==> src/rtl/packet_assembler_if.sv <==
// AXI-Stream style bundle shared by the body input and the packet output of packet_assembler.
// Ports: tdata/tkeep/tuser/tvalid/tlast flow from master to slave; tready flows back.
// Modports: master drives the beat, slave accepts it.
interface packet_assembler_if #(
  parameter int TDATA_WIDTH = 256,
  parameter int TUSER_WIDTH = 128
);
  logic [TDATA_WIDTH-1:0]   tdata;
  logic [TDATA_WIDTH/8-1:0] tkeep;
  logic [TUSER_WIDTH-1:0]   tuser;
  logic                     tvalid;
  logic                     tlast;
  logic                     tready;

  modport master (output tdata, output tkeep, output tuser, output tvalid, output tlast, input tready);
  modport slave  (input tdata, input tkeep, input tuser, input tvalid, input tlast, output tready);
endinterface

==> src/rtl/packet_assembler.sv <==
// Purpose : prepends a 42-byte Eth/IPv4/UDP header to each body packet on a 256-bit stream.
// Latency : header beat one cycle after first body tvalid in IDLE; body beats pass through combinationally.
// Backpressure: body tready follows out tready in BODY, low elsewhere; outputs hold while stalled.
// Ports   : axis_aclk, axis_resetn (async active-low), header field inputs sampled with the first
//           body beat, packet_body_in_axis (slave), packet_out_axis (master).
// Option  : PACKET_ASSEMBLER_TUSER_LEN_ADJ_EN adds 42 to tuser[15:0] of the header beat.
module packet_assembler #(
  parameter int TDATA_WIDTH = 256,
  parameter int TUSER_WIDTH = 128
) (
  input  logic        axis_aclk,
  input  logic        axis_resetn,
  input  logic [47:0] src_mac_addr_in,
  input  logic [47:0] dest_mac_addr_in,
  input  logic [31:0] src_ip_addr_in,
  input  logic [31:0] dest_ip_addr_in,
  input  logic [15:0] src_port_in,
  input  logic [15:0] dest_port_in,
  packet_assembler_if.slave  packet_body_in_axis,
  packet_assembler_if.master packet_out_axis
);

  localparam int TKEEP_WIDTH = TDATA_WIDTH / 8;

  typedef enum logic [1:0] {IDLE, HDR, BODY, FLUSH} state_t;

  state_t                 state;
  logic [47:0]            dmac_q, smac_q;
  logic [31:0]            sip_q, dip_q;
  logic [15:0]            sport_q, dport_q;
  logic [TUSER_WIDTH-1:0] tuser_q;
  logic [79:0]            residue_q;     // 10 bytes carried into the next output beat
  logic [9:0]             flush_keep_q;

  logic [8*42-1:0]        hdr_bytes;
  logic [TUSER_WIDTH-1:0] hdr_tuser;
  logic [5:0]             keep_run;
  logic                   run;
  logic                   short_last;
  logic [TKEEP_WIDTH-1:0] body_last_keep;
  logic [9:0]             flush_keep_d;

  logic [TDATA_WIDTH-1:0] out_dat;
  logic [TKEEP_WIDTH-1:0] out_keep;
  logic [TUSER_WIDTH-1:0] out_user;
  logic                   out_vld, out_last, in_rdy;

  // Header byte k lives at hdr_bytes[8k +: 8]; multi-byte fields go MSB first.
  always_comb begin
    hdr_bytes = '0;
    for (int j = 0; j < 6; j++) begin
      hdr_bytes[8*j +: 8]     = dmac_q[8*(5-j) +: 8];
      hdr_bytes[8*(6+j) +: 8] = smac_q[8*(5-j) +: 8];
    end
    hdr_bytes[8*12 +: 8] = 8'h08;
    hdr_bytes[8*14 +: 8] = 8'h45;
    hdr_bytes[8*22 +: 8] = 8'h40;
    hdr_bytes[8*23 +: 8] = 8'h11;
    for (int j = 0; j < 4; j++) begin
      hdr_bytes[8*(26+j) +: 8] = sip_q[8*(3-j) +: 8];
      hdr_bytes[8*(30+j) +: 8] = dip_q[8*(3-j) +: 8];
    end
    for (int j = 0; j < 2; j++) begin
      hdr_bytes[8*(34+j) +: 8] = sport_q[8*(1-j) +: 8];
      hdr_bytes[8*(36+j) +: 8] = dport_q[8*(1-j) +: 8];
    end
  end

`ifdef PACKET_ASSEMBLER_TUSER_LEN_ADJ_EN
  assign hdr_tuser = {tuser_q[TUSER_WIDTH-1:16], tuser_q[15:0] + 16'd42};
`else
  assign hdr_tuser = tuser_q;
`endif

  // Byte count of a last beat: only the contiguous run of keep bits from lane 0 counts.
  always_comb begin
    keep_run = '0;
    run      = 1'b1;
    for (int i = 0; i < TKEEP_WIDTH; i++) begin
      if (run && packet_body_in_axis.tkeep[i]) keep_run = keep_run + 6'd1;
      else                                     run      = 1'b0;
    end
  end

  assign short_last = keep_run <= 6'd22;

  always_comb begin
    for (int i = 0; i < TKEEP_WIDTH; i++) body_last_keep[i] = 6'(i) < keep_run + 6'd10;
    for (int i = 0; i < 10; i++)          flush_keep_d[i]   = 6'(i) + 6'd22 < keep_run;
  end

  always_comb begin
    out_vld  = 1'b0;
    out_dat  = '0;
    out_keep = '0;
    out_last = 1'b0;
    out_user = '0;
    in_rdy   = 1'b0;
    case (state)
      HDR: begin
        out_vld  = 1'b1;
        out_dat  = hdr_bytes[TDATA_WIDTH-1:0];
        out_keep = '1;
        out_user = hdr_tuser;
      end
      BODY: begin
        out_vld  = packet_body_in_axis.tvalid;
        in_rdy   = packet_out_axis.tready;
        out_dat  = {packet_body_in_axis.tdata[175:0], residue_q};
        out_last = packet_body_in_axis.tlast && short_last;
        out_keep = out_last ? body_last_keep : '1;
      end
      FLUSH: begin
        out_vld  = 1'b1;
        out_dat  = {{(TDATA_WIDTH-80){1'b0}}, residue_q};
        out_keep = {{(TKEEP_WIDTH-10){1'b0}}, flush_keep_q};
        out_last = 1'b1;
      end
      default: ;
    endcase
  end

  assign packet_out_axis.tvalid     = out_vld;
  assign packet_out_axis.tdata      = out_dat;
  assign packet_out_axis.tkeep      = out_keep;
  assign packet_out_axis.tlast      = out_last;
  assign packet_out_axis.tuser      = out_user;
  assign packet_body_in_axis.tready = in_rdy;

  always_ff @(posedge axis_aclk or negedge axis_resetn) begin
    if (!axis_resetn) begin
      state        <= IDLE;
      dmac_q       <= '0;
      smac_q       <= '0;
      sip_q        <= '0;
      dip_q        <= '0;
      sport_q      <= '0;
      dport_q      <= '0;
      tuser_q      <= '0;
      residue_q    <= '0;
      flush_keep_q <= '0;
    end else begin
      case (state)
        IDLE: if (packet_body_in_axis.tvalid) begin
          dmac_q  <= dest_mac_addr_in;
          smac_q  <= src_mac_addr_in;
          sip_q   <= src_ip_addr_in;
          dip_q   <= dest_ip_addr_in;
          sport_q <= src_port_in;
          dport_q <= dest_port_in;
          tuser_q <= packet_body_in_axis.tuser;
          state   <= HDR;
        end
        HDR: if (packet_out_axis.tready) begin
          residue_q <= hdr_bytes[8*42-1:TDATA_WIDTH];
          state     <= BODY;
        end
        BODY: if (packet_body_in_axis.tvalid && packet_out_axis.tready) begin
          residue_q <= packet_body_in_axis.tdata[TDATA_WIDTH-1:176];
          if (packet_body_in_axis.tlast) begin
            if (short_last) begin
              state <= IDLE;
            end else begin
              flush_keep_q <= flush_keep_d;
              state        <= FLUSH;
            end
          end
        end
        FLUSH: if (packet_out_axis.tready) state <= IDLE;
        default: state <= IDLE;
      endcase
    end
  end

endmodule
==> src/flat_wrapper.sv <==
// flat-port wrapper written by rule: the top's interface ports become plain ports
module packet_assembler_flat 
#(
  parameter int TDATA_WIDTH = 256,
  parameter int TUSER_WIDTH = 128
)
  (axis_aclk, axis_resetn, src_mac_addr_in, dest_mac_addr_in, src_ip_addr_in, dest_ip_addr_in, src_port_in, dest_port_in, packet_body_in_axis_tdata, packet_body_in_axis_tkeep, packet_body_in_axis_tuser, packet_body_in_axis_tvalid, packet_body_in_axis_tlast, packet_body_in_axis_tready, packet_out_axis_tdata, packet_out_axis_tkeep, packet_out_axis_tuser, packet_out_axis_tvalid, packet_out_axis_tlast, packet_out_axis_tready);
  packet_assembler_if #(.TDATA_WIDTH(TDATA_WIDTH), .TUSER_WIDTH(TUSER_WIDTH)) packet_body_in_axis_i ();
  packet_assembler_if #(.TDATA_WIDTH(TDATA_WIDTH), .TUSER_WIDTH(TUSER_WIDTH)) packet_out_axis_i ();
  input  logic axis_aclk;
  input  logic axis_resetn;
  input  logic [47:0] src_mac_addr_in;
  input  logic [47:0] dest_mac_addr_in;
  input  logic [31:0] src_ip_addr_in;
  input  logic [31:0] dest_ip_addr_in;
  input  logic [15:0] src_port_in;
  input  logic [15:0] dest_port_in;
  input wire logic [$bits(packet_body_in_axis_i.tdata)-1:0] packet_body_in_axis_tdata;
  input wire logic [$bits(packet_body_in_axis_i.tkeep)-1:0] packet_body_in_axis_tkeep;
  input wire logic [$bits(packet_body_in_axis_i.tuser)-1:0] packet_body_in_axis_tuser;
  input wire logic [$bits(packet_body_in_axis_i.tvalid)-1:0] packet_body_in_axis_tvalid;
  input wire logic [$bits(packet_body_in_axis_i.tlast)-1:0] packet_body_in_axis_tlast;
  output wire logic [$bits(packet_body_in_axis_i.tready)-1:0] packet_body_in_axis_tready;
  output wire logic [$bits(packet_out_axis_i.tdata)-1:0] packet_out_axis_tdata;
  output wire logic [$bits(packet_out_axis_i.tkeep)-1:0] packet_out_axis_tkeep;
  output wire logic [$bits(packet_out_axis_i.tuser)-1:0] packet_out_axis_tuser;
  output wire logic [$bits(packet_out_axis_i.tvalid)-1:0] packet_out_axis_tvalid;
  output wire logic [$bits(packet_out_axis_i.tlast)-1:0] packet_out_axis_tlast;
  input wire logic [$bits(packet_out_axis_i.tready)-1:0] packet_out_axis_tready;
  assign packet_body_in_axis_i.tdata = packet_body_in_axis_tdata;
  assign packet_body_in_axis_i.tkeep = packet_body_in_axis_tkeep;
  assign packet_body_in_axis_i.tuser = packet_body_in_axis_tuser;
  assign packet_body_in_axis_i.tvalid = packet_body_in_axis_tvalid;
  assign packet_body_in_axis_i.tlast = packet_body_in_axis_tlast;
  assign packet_body_in_axis_tready = packet_body_in_axis_i.tready;
  assign packet_out_axis_tdata = packet_out_axis_i.tdata;
  assign packet_out_axis_tkeep = packet_out_axis_i.tkeep;
  assign packet_out_axis_tuser = packet_out_axis_i.tuser;
  assign packet_out_axis_tvalid = packet_out_axis_i.tvalid;
  assign packet_out_axis_tlast = packet_out_axis_i.tlast;
  assign packet_out_axis_i.tready = packet_out_axis_tready;
  packet_assembler #(.TDATA_WIDTH(TDATA_WIDTH), .TUSER_WIDTH(TUSER_WIDTH)) u_core (.axis_aclk(axis_aclk), .axis_resetn(axis_resetn), .src_mac_addr_in(src_mac_addr_in), .dest_mac_addr_in(dest_mac_addr_in), .src_ip_addr_in(src_ip_addr_in), .dest_ip_addr_in(dest_ip_addr_in), .src_port_in(src_port_in), .dest_port_in(dest_port_in), .packet_body_in_axis(packet_body_in_axis_i), .packet_out_axis(packet_out_axis_i));
endmodule
==> config.mk <==
export PLATFORM = sky130hd
export DESIGN_NAME = packet_assembler_flat
export DESIGN_NICKNAME = d
export VERILOG_FILES = /design/src/rtl/packet_assembler_if.sv /design/src/rtl/packet_assembler.sv /design/src/flat_wrapper.sv
export SDC_FILE = /design/constraint.sdc
export NUM_CORES = 1
export LEC_CHECK = 0
export CAP_MARGIN = 20
export CORE_AREA = 2 2 399 401
export DETAILED_ROUTE_END_ITERATION = 10
export DIE_AREA = 0 0 401 403
export DONT_BUFFER_PORTS = 1
export PLACE_DENSITY = 0.37
export SLEW_MARGIN = 15
export SYNTH_ARGS = -nofsm -noshare
export SYNTH_HDL_FRONTEND = slang
export SYNTH_SLANG_ARGS = --single-unit
==> constraint.sdc <==
create_clock -name axis_aclk -period 38.8 [get_ports axis_aclk]
set_clock_uncertainty 0.1 [all_clocks]
set_input_delay 7.76 -clock axis_aclk [delete_from_list [all_inputs] [get_ports axis_aclk]]
set_output_delay 7.76 -clock axis_aclk [all_outputs]
set_load 0.02 [all_outputs]
---- Word level (Yosys, flattened, before mapping) ----
Cells that the tools add are included.
operators by class
  add/subtract/negate cells ............... 32
  multiply operators ...................... 0
  div/mod/pow operators ................... 0
  order comparisons ....................... 43
  eq/ne operators ......................... 8
  shifts and indexed selects .............. 0
  muxes and demuxes ....................... 80
  bitwise logic cells ..................... 1
  reductions and logical operators ........ 40
operators with widths
  operator                                                                          number
  256-bit case mux with 3 select lines                                              1
  6-bit 2-to-1 mux                                                                  31
  6-bit by 1-bit adder with 6-bit output, second input constant                     30
  80-bit 2-to-1 mux                                                                 2
  80-bit case mux with 2 select lines                                               1
  5-bit by 6-bit less-than comparator with 1-bit output, first input constant       26
  128-bit 2-to-1 mux                                                                1
  32-bit case mux with 3 select lines                                               1
  4-bit by 6-bit less-than comparator with 1-bit output, first input constant       8
  1-bit logical AND                                                                 33
  1-bit 2-to-1 mux                                                                  33
  32-bit 2-to-1 mux                                                                 1
  3-bit by 6-bit less-than comparator with 1-bit output, first input constant       4
  1-bit by 6-bit less-than comparator with 1-bit output, first input constant       2
  2-bit by 6-bit less-than comparator with 1-bit output, first input constant       2
  2-bit 2-to-1 mux                                                                  6
  2-bit != test, second input constant                                              4
  2-bit case mux with 4 select lines                                                1
  6-bit by 4-bit adder with 6-bit output, second input constant                     1
  6-bit by 5-bit less-or-equal comparator with 1-bit output, second input constant  1
  5-bit AND reduction                                                               1
  2-bit equality test, second input constant                                        2
  1-bit case mux with 2 select lines                                                2
  4-bit AND reduction                                                               1
  9 further kinds                                                                   9
word-level totals
  bits in registers ....................... 412
  latch bits .............................. 0
  RAM bits ................................ 0
  ROM bits ................................ 0
  input port bits ......................... 613
  output and inout bits ................... 419
  word-level logic and storage cells ...... 214
  memories ................................ 0

---- Depth between registers and ports, before layout ----
  depth after elaboration ................. 68
  mapped depth ............................ 104
  mapped depth without buffers ............ 101

---- Worst setup path before layout ----
Ideal clock, no wire load.
  path kind ............................... input -> output
  from .................................... input packet_body_in_axis_tkeep[1]
  to ...................................... output packet_out_axis_tkeep[12]
  arrival ................................. 26.300 ns
  data required time ...................... 30.940 ns
  slack ................................... 4.640 ns
  stages .................................. 102
  buffers on the path ..................... 3
  cell sequence ........................... inv_1 o21a_1 ha_1 o21a_1 ha_1 inv_1 o21ai_0 ha_1 mux2i_1 o21ai_0 ha_1 o21a_1 ha_1 mux2i_1 a21boi_0 ha_1 nand3_1 nand2_1 [... 66 more ...] ha_1 mux2i_1 a21oi_1 mux2i_1 inv_1 ha_1 o21ai_0 inv_1 clkbuf_1 ha_1 clkbuf_1 nor3b_1 nand2_1 a21oi_2 nand3_4 a21oi_2 buf_6 o21ai_0
between the ends
  word-level cells in the longest chain between the ends .. 66
  elaborated cells between the ends (all ways) .. 128
  classes of those cells .................. add/sub (31); order compare (2); mux (63); reduce/logical (32)
ends and longest elaborated chain
  what                                                                                                                        RTL line                                         RTL
  start, declared                                                                                                             flat_wrapper.sv:19                               input wire logic [$bits(packet_body_in_axis_i.tkeep)-1:0] packet_body_in_axis_tkeep;
  1-bit logical AND (*)                                                                                                       packet_assembler.sv:80                           if (run && packet_body_in_axis.tkeep[i]) keep_run = keep_run + 6'd1;
  6-bit 2-to-1 mux / 1-bit 2-to-1 mux (equally long branches)                                                                 packet_assembler.sv:80
  6-bit by 1-bit adder with 6-bit output / 1-bit logical AND (equally long branches)                                          packet_assembler.sv:80
  6-bit 2-to-1 mux / 1-bit 2-to-1 mux (equally long branches)                                                                 packet_assembler.sv:80
  6-bit by 1-bit adder with 6-bit output / 1-bit logical AND (equally long branches)                                          packet_assembler.sv:80
  6-bit 2-to-1 mux / 1-bit 2-to-1 mux (equally long branches)                                                                 packet_assembler.sv:80
  6-bit by 1-bit adder with 6-bit output / 1-bit logical AND (equally long branches)                                          packet_assembler.sv:80
  6-bit 2-to-1 mux / 1-bit 2-to-1 mux (equally long branches)                                                                 packet_assembler.sv:80
  [... 50 more ...]                                                                                                           n/a
  6-bit by 1-bit adder with 6-bit output / 1-bit logical AND (equally long branches)                                          packet_assembler.sv:80
  6-bit 2-to-1 mux / 1-bit 2-to-1 mux (equally long branches)                                                                 packet_assembler.sv:80
  6-bit by 1-bit adder with 6-bit output / 1-bit logical AND (equally long branches)                                          packet_assembler.sv:80
  6-bit 2-to-1 mux (*)                                                                                                        packet_assembler.sv:80
  6-bit by 4-bit adder with 6-bit output / 6-bit by 5-bit less-or-equal comparator with 1-bit output (equally long branches)  packet_assembler.sv:88, packet_assembler.sv:85
  4-bit by 6-bit less-than comparator with 1-bit output / 1-bit logical AND (equally long branches)                           packet_assembler.sv:88, packet_assembler.sv:110
  32-bit 2-to-1 mux (*)                                                                                                       packet_assembler.sv:111                          out_keep = out_last ? body_last_keep : '1;
  32-bit case mux with 3 select lines (*)                                                                                     packet_assembler.sv:99                           case (state)
  end, declared                                                                                                               flat_wrapper.sv:25                               output wire logic [$bits(packet_out_axis_i.tkeep)-1:0] packet_out_axis_tkeep;
Every way passes the cells marked *; elsewhere a longest branch is shown, timed or not.

---- Final worst setup path ----
  from .................................... input packet_body_in_axis_tkeep[1]
  to ...................................... output packet_out_axis_tkeep[14]
The elaborated chain is that of the path after synthesis.

==> results_dict.tcl <==
set metrics [dict create \
    yosysWarnings 0 \
    area_growth_pct 15.9 \
    p_leak_uw 0.0116 \
    syn-num-nets 2996 \
    wl_met2_mm 54.1 \
    dr.pass1.iters 7 \
    cp.required_ps 30940 \
    cts.clk_slew.worst_paths_ps 50 \
    critPathKind "in -> out" \
    avgViaCountPerCell 4.30 \
    place_area_mm2 0.0261 \
    synth_seq_area_share 0.429 \
    max-clock-path-buffers 3 \
    hp-start "u_core.flush_keep_q[0]$_DFFE_PN0P_" \
    reg2reg_depth 9 \
    fp.dieW_um 401 \
    drc 0 \
    postCtsSetupBuffers 0 \
    fin_area_mm2 0.0279 \
    place_congestion 0.858 \
    intPower_uw 1240 \
    syn_inst 2353 \
    top_layer "met5" \
    portBuffers 0 \
    antenna_left 0 \
    sw_frac_of_total 0.448 \
    cp_data_arrival_time_ps 28680 \
    coreArea_mm2 0.157 \
    hold_path_class "reg -> reg" \
    synth_edf_count 0 \
    multi_input_area_mm2 0.0130 \
    p_clk_frac 0.217 \
    clkSinkCount 412 \
    cts_max_level 2 \
    hold_path_depth 1 \
    rows 146 \
    nets 2888 \
    crit_top_cell "ha_1" \
    pin_count 1032 \
    p_comb_frac 0.435 \
    clkLatencyLatePin_ps 640 \
    grt_antenna_before_repair 68 \
    dp_hpwl_mm 86.0 \
    r2r_slack_ps 31900 \
    register_area_mm2 0.0103 \
    cap_violations 0 \
    r2r-end "u_core.smac_q[38]$_DFFE_PN0P_" \
    synth_cell_types 87 \
    ys_seq_elements 412 \
    synth_flop_cell "dfrtp_1" \
    cpPeakStageDelay_ps 580 \
    fin_setup_tns_ps 0 \
    p_sw_uw 1010 \
    crit_path_end_kind "output port" \
    slew_violations 0 \
    die_h_um 403 \
    wl_met1_mm 44.1 \
    finalCritPeriodShare 0.942 \
    syn-cell-area_mm2 0.0240 \
    drt_iter0_drc 1125 \
    max_freq_mhz 27.4 \
    fillers 17400 \
    die_area_mm2 0.162 \
    tightest_slew_ps 1190 \
    grt_pass1_wl_mm 153 \
    cts_made_buffers 51 \
    r2r_start "u_core.state[0]$_DFFE_PN0P_" \
    critPathMaxFanout 13 \
    start_util 0.153 \
    cts-resized-gates 0 \
    powerDensity_mw_per_mm2 80.7 \
    first_global_vias 18700 \
    cts_tree "done" \
    wl_per_cell_um 25.5 \
    root_buffer "clkbuf_16" \
    power_frac_seq 0.348 \
    grt_max_degree 413 \
    grt_util_all_layers 0.130 \
    grt.overflow.total 0 \
    drive_gt1_frac 0.207 \
    dr_wl_met3_mm 10.4 \
    setup_viol 0 \
    slowest_stage "o21ai_0" \
    wl_mm 111 \
    async_reset_ff_frac 1.00 \
    avgSynthCellArea_um2 10.2 \
    vdd_drop_max_v 0.0000452 \
    hold_viol_final 0 \
    rsz0062_at_grt "no" \
    outcome "finished clean" \
    ctsHoldBuffers 0 \
    holdPathEnd "u_core.flush_keep_q[0]$_DFFE_PN0P_" \
    vias 18800 \
    period_needed_ps 36540 \
    start_kind "input port" \
    max_slew_margin 0.203 \
]
cells in the final DEF, fill, tap and decap left out, types with 7 or more instances in the layout:
master     Yosys  routed
o2111ai_1      7       7
o21a_1         9       9
clkinv_2       0      11
nand2_1      258     257
and3_1       258     257
clkbuf_16      0      51
buf_4          3      21
mux2i_1       68      68
xor2_1        16      16
o21ai_1       14      16
dfrtp_1      412     410
o22ai_1        8       8
nor2_1        65      63
nand3b_1       7       7
nand3_1       43      43
a21oi_1       47      47
o21ai_0      147     145
a31oi_1        8       8
clkbuf_1     169      15
ha_1          30      30
and2_1        21      21
nand2b_1      19      19
diode_2        0      20
nand4_1       17      17
xnor2_1       52      51
nor2b_1       12      12
mux2_2       333     333
a22o_1       135     135
and4_1         7       7
inv_1         26      24
a21boi_0      12      12
nor3_1        21      21
critical path: cells and delay by family:
kind                       cells  cell delay (ps)
adders and majority gates     30             9890
AOI/OAI and AO/OA             30             5800
muxes                         13             2360
and+or+nand+nor               22             2200
buffers and inverters          4              630
power groups by stage:
stage / Combinational (uW) / Sequential, uW / Clock [uW]
after floorplan: 790 / 706 / 0
after global placement: 994 / 788 / 0
after detailed placement: 997 / 791 / 0
after CTS: 999 / 786 / 509
after global routing: 1050 / 809 / 523
final: 979 / 783 / 487
layer usage:
metal | global-route usage | vias to the layer above
li1 | - | 8353
met3 | 0.0444 | 166
met2 | 0.222 | 770
met5 | 0 | -
met4 | 0.0319 | 46
met1 | 0.158 | 9465
registers in the layout, summed over array words and instances, names as in the netlist:
register	count
u_core.dip_q	32
u_core.dmac_q	48
u_core.dport_q	16
u_core.flush_keep_q	10
u_core.hdr_tuser	128
u_core.residue_q	80
u_core.sip_q	32
u_core.smac_q	48
u_core.sport_q	16
u_core.state	2
kinds of logic after synthesis:
family,synth area share
compound gates,0.128
xor+xnor,0.0412
fa+ha+maj,0.0160
buf+inv,0.0340
flops,0.429
mux,0.185
simple gates,0.167
how the worst max path moves through the flow:
| stage | start | end | slack (ps) | depth (start not counted) |
|---|---|---|---|---|
| after floorplan | packet_body_in_axis_tkeep[1] | packet_out_axis_tkeep[12] | 4640 | 102 |
| after global routing | packet_body_in_axis_tkeep[1] | packet_out_axis_tkeep[14] | 520 | 99 |
| after CTS | packet_body_in_axis_tkeep[1] | packet_out_axis_tkeep[10] | 2150 | 101 |
| after global placement | packet_body_in_axis_tkeep[1] | packet_out_axis_tkeep[10] | 2590 | 101 |
| after detailed placement | packet_body_in_axis_tkeep[1] | packet_out_axis_tkeep[10] | 2260 | 101 |
| final | packet_body_in_axis_tkeep[1] | packet_out_axis_tkeep[14] | 2260 | 99 |
metrics by stage:
step | utilization | hold WS, ps | setup WS (ps) | instances | power [uW]
global placement | 0.166 | 348 | 2590 | 4261 | 1780
global route | 0.177 | 385 | 524 | 4365 | 2380
detailed placement | 0.166 | 352 | 2260 | 4263 | 1790
finish | 0.177 | 364 | 2260 | 4376 | 2250
floorplan | - | 334 | 4640 | 2353 | 1500
CTS | 0.177 | 366 | 2150 | 4355 | 2290
synthesized netlist by cell type (26+ instances only):
master	count	area [um2]
dfrtp_1	412	10300
mux2_2	333	3750
and3_1	258	1610
nand2_1	258	968
clkbuf_1	169	634
o21ai_0	147	736
a22o_1	135	1180
mux2i_1	68	681
nor2_1	65	244
xnor2_1	52	455
a21oi_1	47	235
nand3_1	43	215
ha_1	30	375
inv_1	26	97.6
layout make-up:
class | instances | share of cell area
clock buffers | 72 | 0.0508
well taps | 2072 | 0.0930
clock inverters | 20 | 0.00943
flip-flops and latches | 412 | 0.370
repair buffers | 23 | 0.00633
multi-input cells | 1730 | 0.465
inverters | 27 | 0.00373
diodes | 20 | 0.00180
Note: power is estimated with default switching activity, not from simulation.
